### config.mk
export PLATFORM = sky130hd
export DESIGN_NAME = lcd_datapath
export DESIGN_NICKNAME = d
export VERILOG_FILES = /design/src/rtl/lcd_pkg.sv /design/src/rtl/lcd_text_buffer.sv /design/src/rtl/lcd_datapath.sv
export SDC_FILE = /design/constraint.sdc
export NUM_CORES = 1
export LEC_CHECK = 0
export ABC_AREA = 0
export CAP_MARGIN = 10
export CORE_MARGIN = 4
export CORE_UTILIZATION = 45
export DETAILED_ROUTE_END_ITERATION = 12
export PLACE_DENSITY = 0.69
export SLEW_MARGIN = 20
export SYNTH_ARGS = -nofsm -noshare
export SYNTH_HDL_FRONTEND = slang
export SYNTH_SLANG_ARGS = --single-unit
### constraint.sdc
create_clock -name clk_1ms -period 5.88 [get_ports clk_1ms]
set_input_delay 1.47 -clock clk_1ms [delete_from_list [all_inputs] [get_ports clk_1ms]]
set_output_delay 1.47 -clock clk_1ms [all_outputs]
set_load 0.05 [all_outputs]
### src/rtl/lcd_pkg.sv
// Shared constants and byte-formatting helpers for the HD44780-style LCD datapath.
package lcd_pkg;

    localparam logic [7:0] CMD_FUNCTION_SET  = 8'h38;
    localparam logic [7:0] CMD_DISPLAY_ON    = 8'h0C;
    localparam logic [7:0] CMD_ENTRY_MODE    = 8'h06;
    localparam logic [7:0] CMD_CLEAR         = 8'h01;

    localparam logic [7:0] CHAR_SPACE        = 8'h20;
    localparam logic [7:0] ADDR_CMD_BASE     = 8'h80;
    localparam logic [7:0] ADDR_LINE2_OFFSET = 8'h40;

    typedef enum logic [1:0] {
        INIT_FUNCTION_SET = 2'd0,
        INIT_DISPLAY_ON   = 2'd1,
        INIT_ENTRY_MODE   = 2'd2,
        INIT_CLEAR        = 2'd3
    } init_cmd_e;

    typedef enum logic [1:0] {
        SRC_INIT  = 2'd0,
        SRC_ADDR  = 2'd1,
        SRC_CHAR  = 2'd2,
        SRC_SPACE = 2'd3
    } mux_src_e;

    function automatic logic [7:0] init_cmd_byte(input init_cmd_e sel);
        logic [7:0] cmd;
        cmd = CMD_FUNCTION_SET;
        case (sel)
            INIT_FUNCTION_SET: cmd = CMD_FUNCTION_SET;
            INIT_DISPLAY_ON:   cmd = CMD_DISPLAY_ON;
            INIT_ENTRY_MODE:   cmd = CMD_ENTRY_MODE;
            INIT_CLEAR:        cmd = CMD_CLEAR;
            default:           cmd = CMD_FUNCTION_SET;
        endcase
        return cmd;
    endfunction

    // Set-DDRAM-address: bit 4 of the index selects the second display line.
    function automatic logic [7:0] addr_cmd_byte(input logic [4:0] idx);
        return ADDR_CMD_BASE | (idx[4] ? ADDR_LINE2_OFFSET : 8'h00) | {4'h0, idx[3:0]};
    endfunction

endpackage

### src/rtl/lcd_text_buffer.sv
// Two-line text buffer: one synchronous host write port, one combinational read by display index.
module lcd_text_buffer
    import lcd_pkg::*;
#(
    parameter int DEPTH = 32
) (
    input  logic       clk_1ms,
    input  logic       reset,
    input  logic       wr_en,
    input  logic [4:0] wr_addr,
    input  logic [7:0] wr_data,
    input  logic [4:0] rd_addr,
    output logic [7:0] rd_data
);

    logic [7:0] mem_q [DEPTH];
    logic [7:0] mem_d [DEPTH];

    // NOTE: every always_comb output gets a default first so no path leaves it unassigned (no latch).
    always_comb begin
        mem_d = mem_q;
        if (wr_en && (32'(wr_addr) < DEPTH)) begin
            mem_d[wr_addr] = wr_data;
        end
    end

    // NOTE: sequential state uses non-blocking assignments so all flops update together at the edge.
    always_ff @(posedge clk_1ms) begin
        if (reset) begin
            // NOTE: the array is reset explicitly so the panel shows blanks, which keeps it in flops, not a RAM macro.
            for (int i = 0; i < DEPTH; i++) begin
                mem_q[i] <= CHAR_SPACE;
            end
        end else begin
            mem_q <= mem_d;
        end
    end

    // Reads see the pre-edge contents, so a same-cycle write is read-before-write.
    always_comb begin
        rd_data = CHAR_SPACE;
        if (32'(rd_addr) < DEPTH) begin
            rd_data = mem_q[rd_addr];
        end
    end

endmodule

### src/rtl/lcd_datapath.sv
// LCD data path: selects and registers the bus byte and tracks the cursor index on E falls.
module lcd_datapath
    import lcd_pkg::*;
#(
    parameter int LINE_LEN = 16
) (
    input  logic       clk_1ms,
    input  logic       reset,
    input  logic       data_sel,
    input  logic       DB_sel,
    input  logic [1:0] init_sel,
    input  logic [1:0] mux_sel,
    input  logic       E_in,
    input  logic       wr_en,
    input  logic [4:0] wr_addr,
    input  logic [7:0] wr_data,
    output logic [7:0] DB_out,
    output logic [4:0] char_idx,
    output logic       line_end
);

    localparam int         BUF_DEPTH   = 2 * LINE_LEN;
    localparam logic [4:0] IDX_LAST    = 5'(BUF_DEPTH - 1);
    localparam logic [4:0] LINE2_START = 5'(LINE_LEN);

    logic       e_q, e_d;
    logic [7:0] db_q, db_d;
    logic [4:0] idx_q, idx_d;
    logic       line_end_q, line_end_d;

    logic [7:0] buf_rd_data;
    logic [7:0] sel_byte;
    logic [4:0] idx_next;
    logic       fall;
    logic       is_clear;
    logic       is_char;

    lcd_text_buffer #(
        .DEPTH (BUF_DEPTH)
    ) u_text_buffer (
        .clk_1ms (clk_1ms),
        .reset   (reset),
        .wr_en   (wr_en),
        .wr_addr (wr_addr),
        .wr_data (wr_data),
        .rd_addr (idx_q),
        .rd_data (buf_rd_data)
    );

    always_comb begin
        sel_byte = CHAR_SPACE;
        case (mux_src_e'(mux_sel))
            SRC_INIT:  sel_byte = init_cmd_byte(init_cmd_e'(init_sel));
            SRC_ADDR:  sel_byte = addr_cmd_byte(idx_q);
            SRC_CHAR:  sel_byte = buf_rd_data;
            SRC_SPACE: sel_byte = CHAR_SPACE;
            default:   sel_byte = CHAR_SPACE;
        endcase
    end

    always_comb begin
        e_d        = E_in;
        db_d       = DB_sel ? sel_byte : 8'h00;
        fall       = e_q & ~E_in;
        is_clear   = (mux_src_e'(mux_sel) == SRC_INIT) && (init_cmd_e'(init_sel) == INIT_CLEAR);
        is_char    = data_sel && (mux_src_e'(mux_sel) == SRC_CHAR);
        idx_next   = (idx_q == IDX_LAST) ? 5'd0 : idx_q + 5'd1;
        idx_d      = idx_q;
        line_end_d = 1'b0;

        // Clear/home outranks a character advance; a home never flags a line end.
        if (fall && is_clear) begin
            idx_d = 5'd0;
        end else if (fall && is_char) begin
            idx_d      = idx_next;
            line_end_d = (idx_next == LINE2_START) || (idx_next == 5'd0);
        end
    end

    always_ff @(posedge clk_1ms) begin
        if (reset) begin
            e_q        <= 1'b0;
            db_q       <= 8'h00;
            idx_q      <= 5'd0;
            line_end_q <= 1'b0;
        end else begin
            e_q        <= e_d;
            db_q       <= db_d;
            idx_q      <= idx_d;
            line_end_q <= line_end_d;
        end
    end

    assign DB_out   = db_q;
    assign char_idx = idx_q;
    assign line_end = line_end_q;

endmodule

==> key figures, run 1 <==
Critical path
  • CP Class: reg2out
  • Crit end category: output port
  • Crit path cell chain: clkdlybuf4s50_1
  • CP delay by family, top: buffers and inverters
  • Worst path bufs/invs: 1
  • Worst path slowest cell: clkdlybuf4s50_1
  • Crit-path max cell delay: 960 ps
  • Startpoint type of the worst setup path: flip-flop
  • Crit path arrival time: 2410 ps
  • CP Max Fanout: 22
  • Data required, critical path: 4410 ps

Floorplan
  • IO Pins: 37
  • Die Y: 173 µm
  • Die area: 29800 µm²
  • CORE AREA: 26400 µm²
  • Placement row count: 59
  • Initial core utilization: 46.2%
  • DIE WIDTH: 173 µm

Timing
  • Setup violators final: 0
  • Worst-Margin Slew: 1120 ps
  • Slew margin rel.: 25.6%
  • Post-route clock period utilization: 66.0%
  • FMAX: 258 MHz
  • RSZ-0062 raised after global routing: false
  • Setup tns final: 0 ps
  • Tmin final: 3880 ps
  • Clock Skews: 12.0 ps
  • Worst Hold Slack: 455 ps
  • Hold Violations, Final: 0
  • Slew Viols, Final: 0

Clocking
  • Root Buffer: clkbuf_16
  • # Post-CTS Setup Buffers: 0
  • CTS Buffer Depth: 3
  • Clock sink count: 271
  • # hold bufs at CTS: 0
  • Num CTS Buffers: 29
  • Clock-pin slew on the worst setup and hold paths: 60 ps
  • Worst-skew pair later-pin latency: 550 ps
  • H-tree levels: 1
  • PostCTS Resize Cnt: 0
  • CTS tree: yes

Global routing
  • Gr usage total: 20.6%
  • Initial antenna violation count: 0
  • Vias in the first global route: 8599
  • First-pass GRT wire length: 50100 µm
  • Overflow after GRT: 0
  • Largest net degree at the start of global routing: 109

Placement
  • Detail Placement HPWL: 19800 µm
  • IO buf count: 36
  • GP Congestion: 0.915
  • Placed Area: 12600 µm²

Routing
  • DRC: 0
  • First-pass DRT Iterations: 6
  • Routed len/inst: 20.7 µm
  • Drt total wl: 31700 µm
  • Vias: 9007
  • DRT antenna net count: 0
  • Drt via density: 5.87
  • Initial DRC Count: 1053

Synthesis
  • Sequential share of the synthesized area: 44.5%
  • Multiplexer share of the synthesized area: 28.4%
  • Mapped Cells: 1193
  • Post-synthesis area per instance: 10.2 µm²
  • Post-synth EDFFs: 0
  • Largest family of logic cells by synthesized area: multiplexers
  • Main synth FF type: dfxtp_1
  • Synth cell types: 50
  • Flops & latches, synth: 271
  • Simple-gate share of the synthesized area: 15.3%
  • Mapped Area: 12200 µm²
  • Ys Warns: 0
  • Mapped Nets: 1223
  • Adder-cell share of the synthesized area: 0.719%
  • Synth Area in Compound Gates: 7.25%
  • XOR/XNOR Fraction of Synth Area: 0.0719%
  • Ys async rst share: 0%

Power and ir drop
  • Sw Ratio: 22.6%
  • Clock share of power: 48.6%
  • Logic pwr share: 4.6%
  • Power Dens Cells: 291 nW/µm²
  • Leak: 5.05 nW
  • Peak VDD IR: 0.242 mV
  • Sequential cell fraction of total power: 46.7%
  • Total power: 3.98 mW
  • Internal power: 3.08 mW
  • Switching power total: 0.898 mW

Outcome
  • Status: complete, no violations

Cells and area
  • Final Cell Area: 13700 µm²
  • Diodes inserted: 0
  • Fin nets: 1207
  • Layout cells sized above 1: 14.2%
  • Syn-to-layout area delta: 12.1%
  • Filler cell count: 2358

Flow run
  • Maxcap violations: 0

Min path
  • Worst hold path type: reg2reg
==> cell usage in the layout (no fill, tap or decap), drive strengths merged, types with 28 or more instances in the layout <==
| cell | n |
|---|---|
| nand3 | 49 |
| mux4 | 46 |
| nand2 | 70 |
| mux2i | 212 |
| nor2 | 209 |
| clkbuf | 35 |
| clkdlybuf4s50 | 31 |
| a211o | 28 |
| a21oi | 48 |
| dfxtp | 271 |
==> routing by layer <==
metal	vias to the layer above	track usage [%]	share of wire [%]
met2	392	30.9	43
li1	4204	-	-
met5	-	0	0
met1	4345	30.6	46
met3	66	3.73	8.3
met4	0	5.89	2.9
==> power groups by stage <==
stage	Combinational [mW]	Sequential (mW)	Clock (mW)
3_5_place_dp	0.181	1.90	0
4_1_cts	0.182	1.86	1.96
5_1_grt	0.197	1.86	2.04
6_report	0.184	1.86	1.94
2_1_floorplan	0.117	1.90	0
3_3_place_gp	0.179	1.90	0
==> layout make-up <==
type / count / area, µm² / share of cell area (%)
Timing Repair Buffer: 51 / 454 / 3.32
Tap cell: 335 / 419 / 3.07
Multi-Input combinational cell: 819 / 6310 / 46.2
Inverter: 5 / 18.8 / 0.137
Clock inverter: 19 / 236 / 1.73
Clock buffer: 35 / 788 / 5.77
Sequential cell: 271 / 5430 / 39.8
==> final timing paths <==
check / start / slack (ps) / to / cells past startpoint
worst min-delay path: u_text_buffer.mem_q[232]$_SDFFE_PP0P_ / 450 / u_text_buffer.mem_q[232]$_SDFFE_PP0P_ / 2
worst max-delay path: char_idx[4]$_SDFFE_PP0N_ / 2000 / char_idx[4] / 1
worst max register to register: char_idx[1]$_SDFFE_PP0N_ / 2870 / DB_out[0]$_SDFF_PP0_ / 5
worst min register to register: u_text_buffer.mem_q[232]$_SDFFE_PP0P_ / 450 / u_text_buffer.mem_q[232]$_SDFFE_PP0P_ / 2
==> Yosys cell counts (11+ instances only) <==
cell type | number | area share, %
nor2_1 | 193 | 5.9
nor2b_1 | 23 | 1.2
clkbuf_1 | 67 | 2.1
a21oi_1 | 48 | 2.0
dfxtp_1 | 271 | 45
mux2_2 | 27 | 2.5
buf_2 | 21 | 0.86
nand3_1 | 49 | 2.0
mux2i_1 | 212 | 17
mux4_2 | 46 | 8.5
nand2_1 | 70 | 2.2
a211o_1 | 28 | 2.0
a221oi_1 | 11 | 0.79
and3_1 | 14 | 0.72
==> sequential cells by signal (all words and copies together), names as in the netlist <==
name                 flops
u_text_buffer.mem_q    256
DB_out                   8
char_idx                 5
e_q                      1
line_end                 1
==> through the flow <==
step | util (%) | worst slack [ps] | instances
finish | 51.8 | 2000 | 1535
global route | 51.8 | 1910 | 1535
CTS | 51.8 | 2000 | 1535
detailed placement | 48.0 | 2000 | 1481
global placement | 48.0 | 2080 | 1481
floorplan | - | 3050 | 1193
==> cells by family after synthesis <==
kind of cell | Yosys count
xor+xnor | 1
mux | 285
flops | 271
fa+ha+maj | 7
compound gates | 126
simple gates | 400
buf+inv | 103
Note: power is estimated with default switching activity, not from simulation.
==> run 2: changes to the inputs <==
==> constraint.sdc (replaced) <==
create_clock -name clk_1ms -period 4 [get_ports clk_1ms]
set_input_delay 1 -clock clk_1ms [delete_from_list [all_inputs] [get_ports clk_1ms]]
set_output_delay 1 -clock clk_1ms [all_outputs]
set_load 0.05 [all_outputs]
==> key figures, run 2 (synthesis gave the netlist of run 1 again) <==
Cells and area
  • Multi-input logic area: 6310 µm² (unchanged)
  • Layout cells sized above 1: 13.8% (-0.43 points)
  • Layout Cells excl Fill: 1536 (+0.065%)
  • Syn-to-layout area delta: 11.7%
  • Diodes inserted: 0 (unchanged)
  • Commonest non-fill, non-tap cell in the layout: dfxtp_1
  • Largest register FFs: 256 (unchanged)
  • Filler cell count: 2344 (-0.59%)
  • Largest register by flop count: u_text_buffer.mem_q
  • Most frequent cells in the layout: dfxtp_1 (268), mux2i_1 (212), nor2_1 (192)
  • Sequential Area: 5430 µm² (unchanged)
  • Fin nets: 1209 (+0.17%)

Routing
  • Routed len/inst: 20.3 µm (-1.9%)
  • DRC: 0 (unchanged)
  • First-pass DRT Iterations: 8 (+2)
  • Met2 wire length: 14000 µm (+3.0%)
  • Met1 Wirelength: 14600 µm (+0.28%)
  • Initial DRC Count: 875 (-17%)
  • Vias: 8936 (-0.79%)
  • Drt total wl: 31200 µm (-1.8%)
  • Routed length on met3: 1920 µm (-27%)
  • Max layer used: met4
  • DRT antenna net count: 0 (unchanged)
  • Drt via density: 5.82 (-0.85%)

Global routing
  • First-pass GRT wire length: 49200 µm (-1.8%)
  • Overflow after GRT: 0 (unchanged)
  • Gr usage total: 20.2% (-0.40 points)
  • Largest net degree at the start of global routing: 228 (+110%)
  • Initial antenna violation count: 0 (unchanged)
  • Vias in the first global route: 8608 (+0.10%)

Clocking
  • Worst-skew pair later-pin latency: 530 ps (-20 ps)
  • Clock sink count: 271 (unchanged)
  • Num CTS Buffers: 28 (-3.4%)
  • CTS Buffer Depth: 3 (unchanged)
  • Root Buffer: clkbuf_16
  • PostCTS Resize Cnt: 0 (unchanged)
  • H-tree levels: 1 (unchanged)
  • Clock-pin slew on the worst setup and hold paths: 60 ps (about the same)
  • # hold bufs at CTS: 0 (unchanged)
  • CTS tree: yes
  • # Post-CTS Setup Buffers: 0 (unchanged)

Placement
  • DP Worst Slack: 793 ps (-1210 ps)
  • GP Congestion: 0.882 (-3.6%)
  • Detail Placement HPWL: 19300 µm (-2.4%)
  • IO buf count: 36 (unchanged)
  • Placed Cells: 1484 (+0.20%)

Timing
  • Worst setup margin: 553 ps (-1450 ps)
  • Hold Violations, Final: 0 (unchanged)
  • Post-route clock period utilization: 86.2%
  • Slew margin rel.: 24.7% (-0.96 points)
  • Slew Viols, Final: 0 (unchanged)
  • Tmin final: 3450 ps
  • Setup violators final: 0 (unchanged)
  • RSZ-0062 raised after global routing: false
  • Setup tns final: 0 ps (unchanged)
  • Clock Skews: 8.22 ps (-3.76 ps)
  • FMAX: 290 MHz
  • Worst Hold Slack: 453 ps (-1.85 ps)
  • Worst-Margin Slew: 1130 ps (+14.4 ps)

Critical path
  • Worst path slowest cell: clkdlybuf4s50_1
  • Crit path arrival time: 2450 ps (+40 ps)
  • Data required, critical path: 3000 ps (-1410 ps)
  • Worst path bufs/invs: 1 (unchanged)
  • CP Class: reg2out
  • Startpoint type of the worst setup path: flip-flop
  • CP Max Fanout: 22 (unchanged)
  • CP delay by family, top: buffers and inverters
  • Crit-path max cell delay: 980 ps (+20 ps)
  • Crit end category: output port
  • Crit path cell chain: clkdlybuf4s50_1

Floorplan
  • CORE AREA: 26400 µm² (unchanged)
  • IO Pins: 37 (unchanged)
  • Die Y: 173 µm (unchanged)
  • Die area: 29800 µm² (unchanged)
  • DIE WIDTH: 173 µm (unchanged)
  • Placement row count: 59 (unchanged)
  • Initial core utilization: 46.2% (unchanged)

Power and ir drop
  • Power Dens Cells: 414 nW/µm² (+42%)
  • Total power: 5.63 mW (+42%)
  • Leak: 5.04 nW (-0.33%)
  • Peak VDD IR: 0.344 mV (+42%)

Min path
  • Worst hold path type: reg2reg

Outcome
  • Status: complete, no violations

Flow run
  • Maxcap violations: 0 (unchanged)
## run 2: cell types whose count changed in the layout (fill, tap and decap cells not counted), moves of 2 or more
cell,before,now
clkbuf_1,2,9
clkbuf_8,4,11
clkinv_2,9,2
bufinv_16,5,1
buf_4,15,17
clkinv_4,2,0
clkinvlp_4,2,0
## run 2: worst paths after layout
check / startpoint / endpoint / slack, ps / cells after the start
max: char_idx[4]$_SDFFE_PP0N_ / char_idx[4] / 550 / 1
min: u_text_buffer.mem_q[234]$_SDFFE_PP0P_ / u_text_buffer.mem_q[234]$_SDFFE_PP0P_ / 450 / 2
max reg2reg: char_idx[0]$_SDFFE_PP0N_ / DB_out[0]$_SDFF_PP0_ / 1230 / 5
min reg2reg: u_text_buffer.mem_q[234]$_SDFFE_PP0P_ / u_text_buffer.mem_q[234]$_SDFFE_PP0P_ / 450 / 2
## run 2: layer usage
metal,track usage [%],up-vias
met1,29.4,4391
met5,0,-
met4,4.32,0
met2,31.8,274
met3,3.62,51
li1,-,4220
## run 2: through the flow
| stage | cell area [µm²] | util (%) |
|---|---|---|
| final | 13600 | 51.7 |
| after detailed placement | 12700 | 48.1 |
| after CTS | 13600 | 51.7 |
| after floorplan | 12200 | - |
| after global routing | 13600 | 51.7 |
| after global placement | 12700 | 48.1 |
## run 2: where the power goes
group / leakage, nW / switching [mW] / internal [mW]
clock: 0.469 / 1.04 / 1.59
sequential: 2.19 / 0.0129 / 2.72
combinational: 2.38 / 0.188 / 0.0813
## run 2: layout make-up
| cell class | count | share of cell area [%] |
|---|---|---|
| flip-flops and latches | 271 | 39.9 |
| clock inverters | 3 | 0.294 |
| well taps | 335 | 3.08 |
| inverters | 5 | 0.138 |
| clock buffers | 49 | 6.69 |
| repair buffers | 54 | 3.56 |
| multi-input cells | 819 | 46.3 |
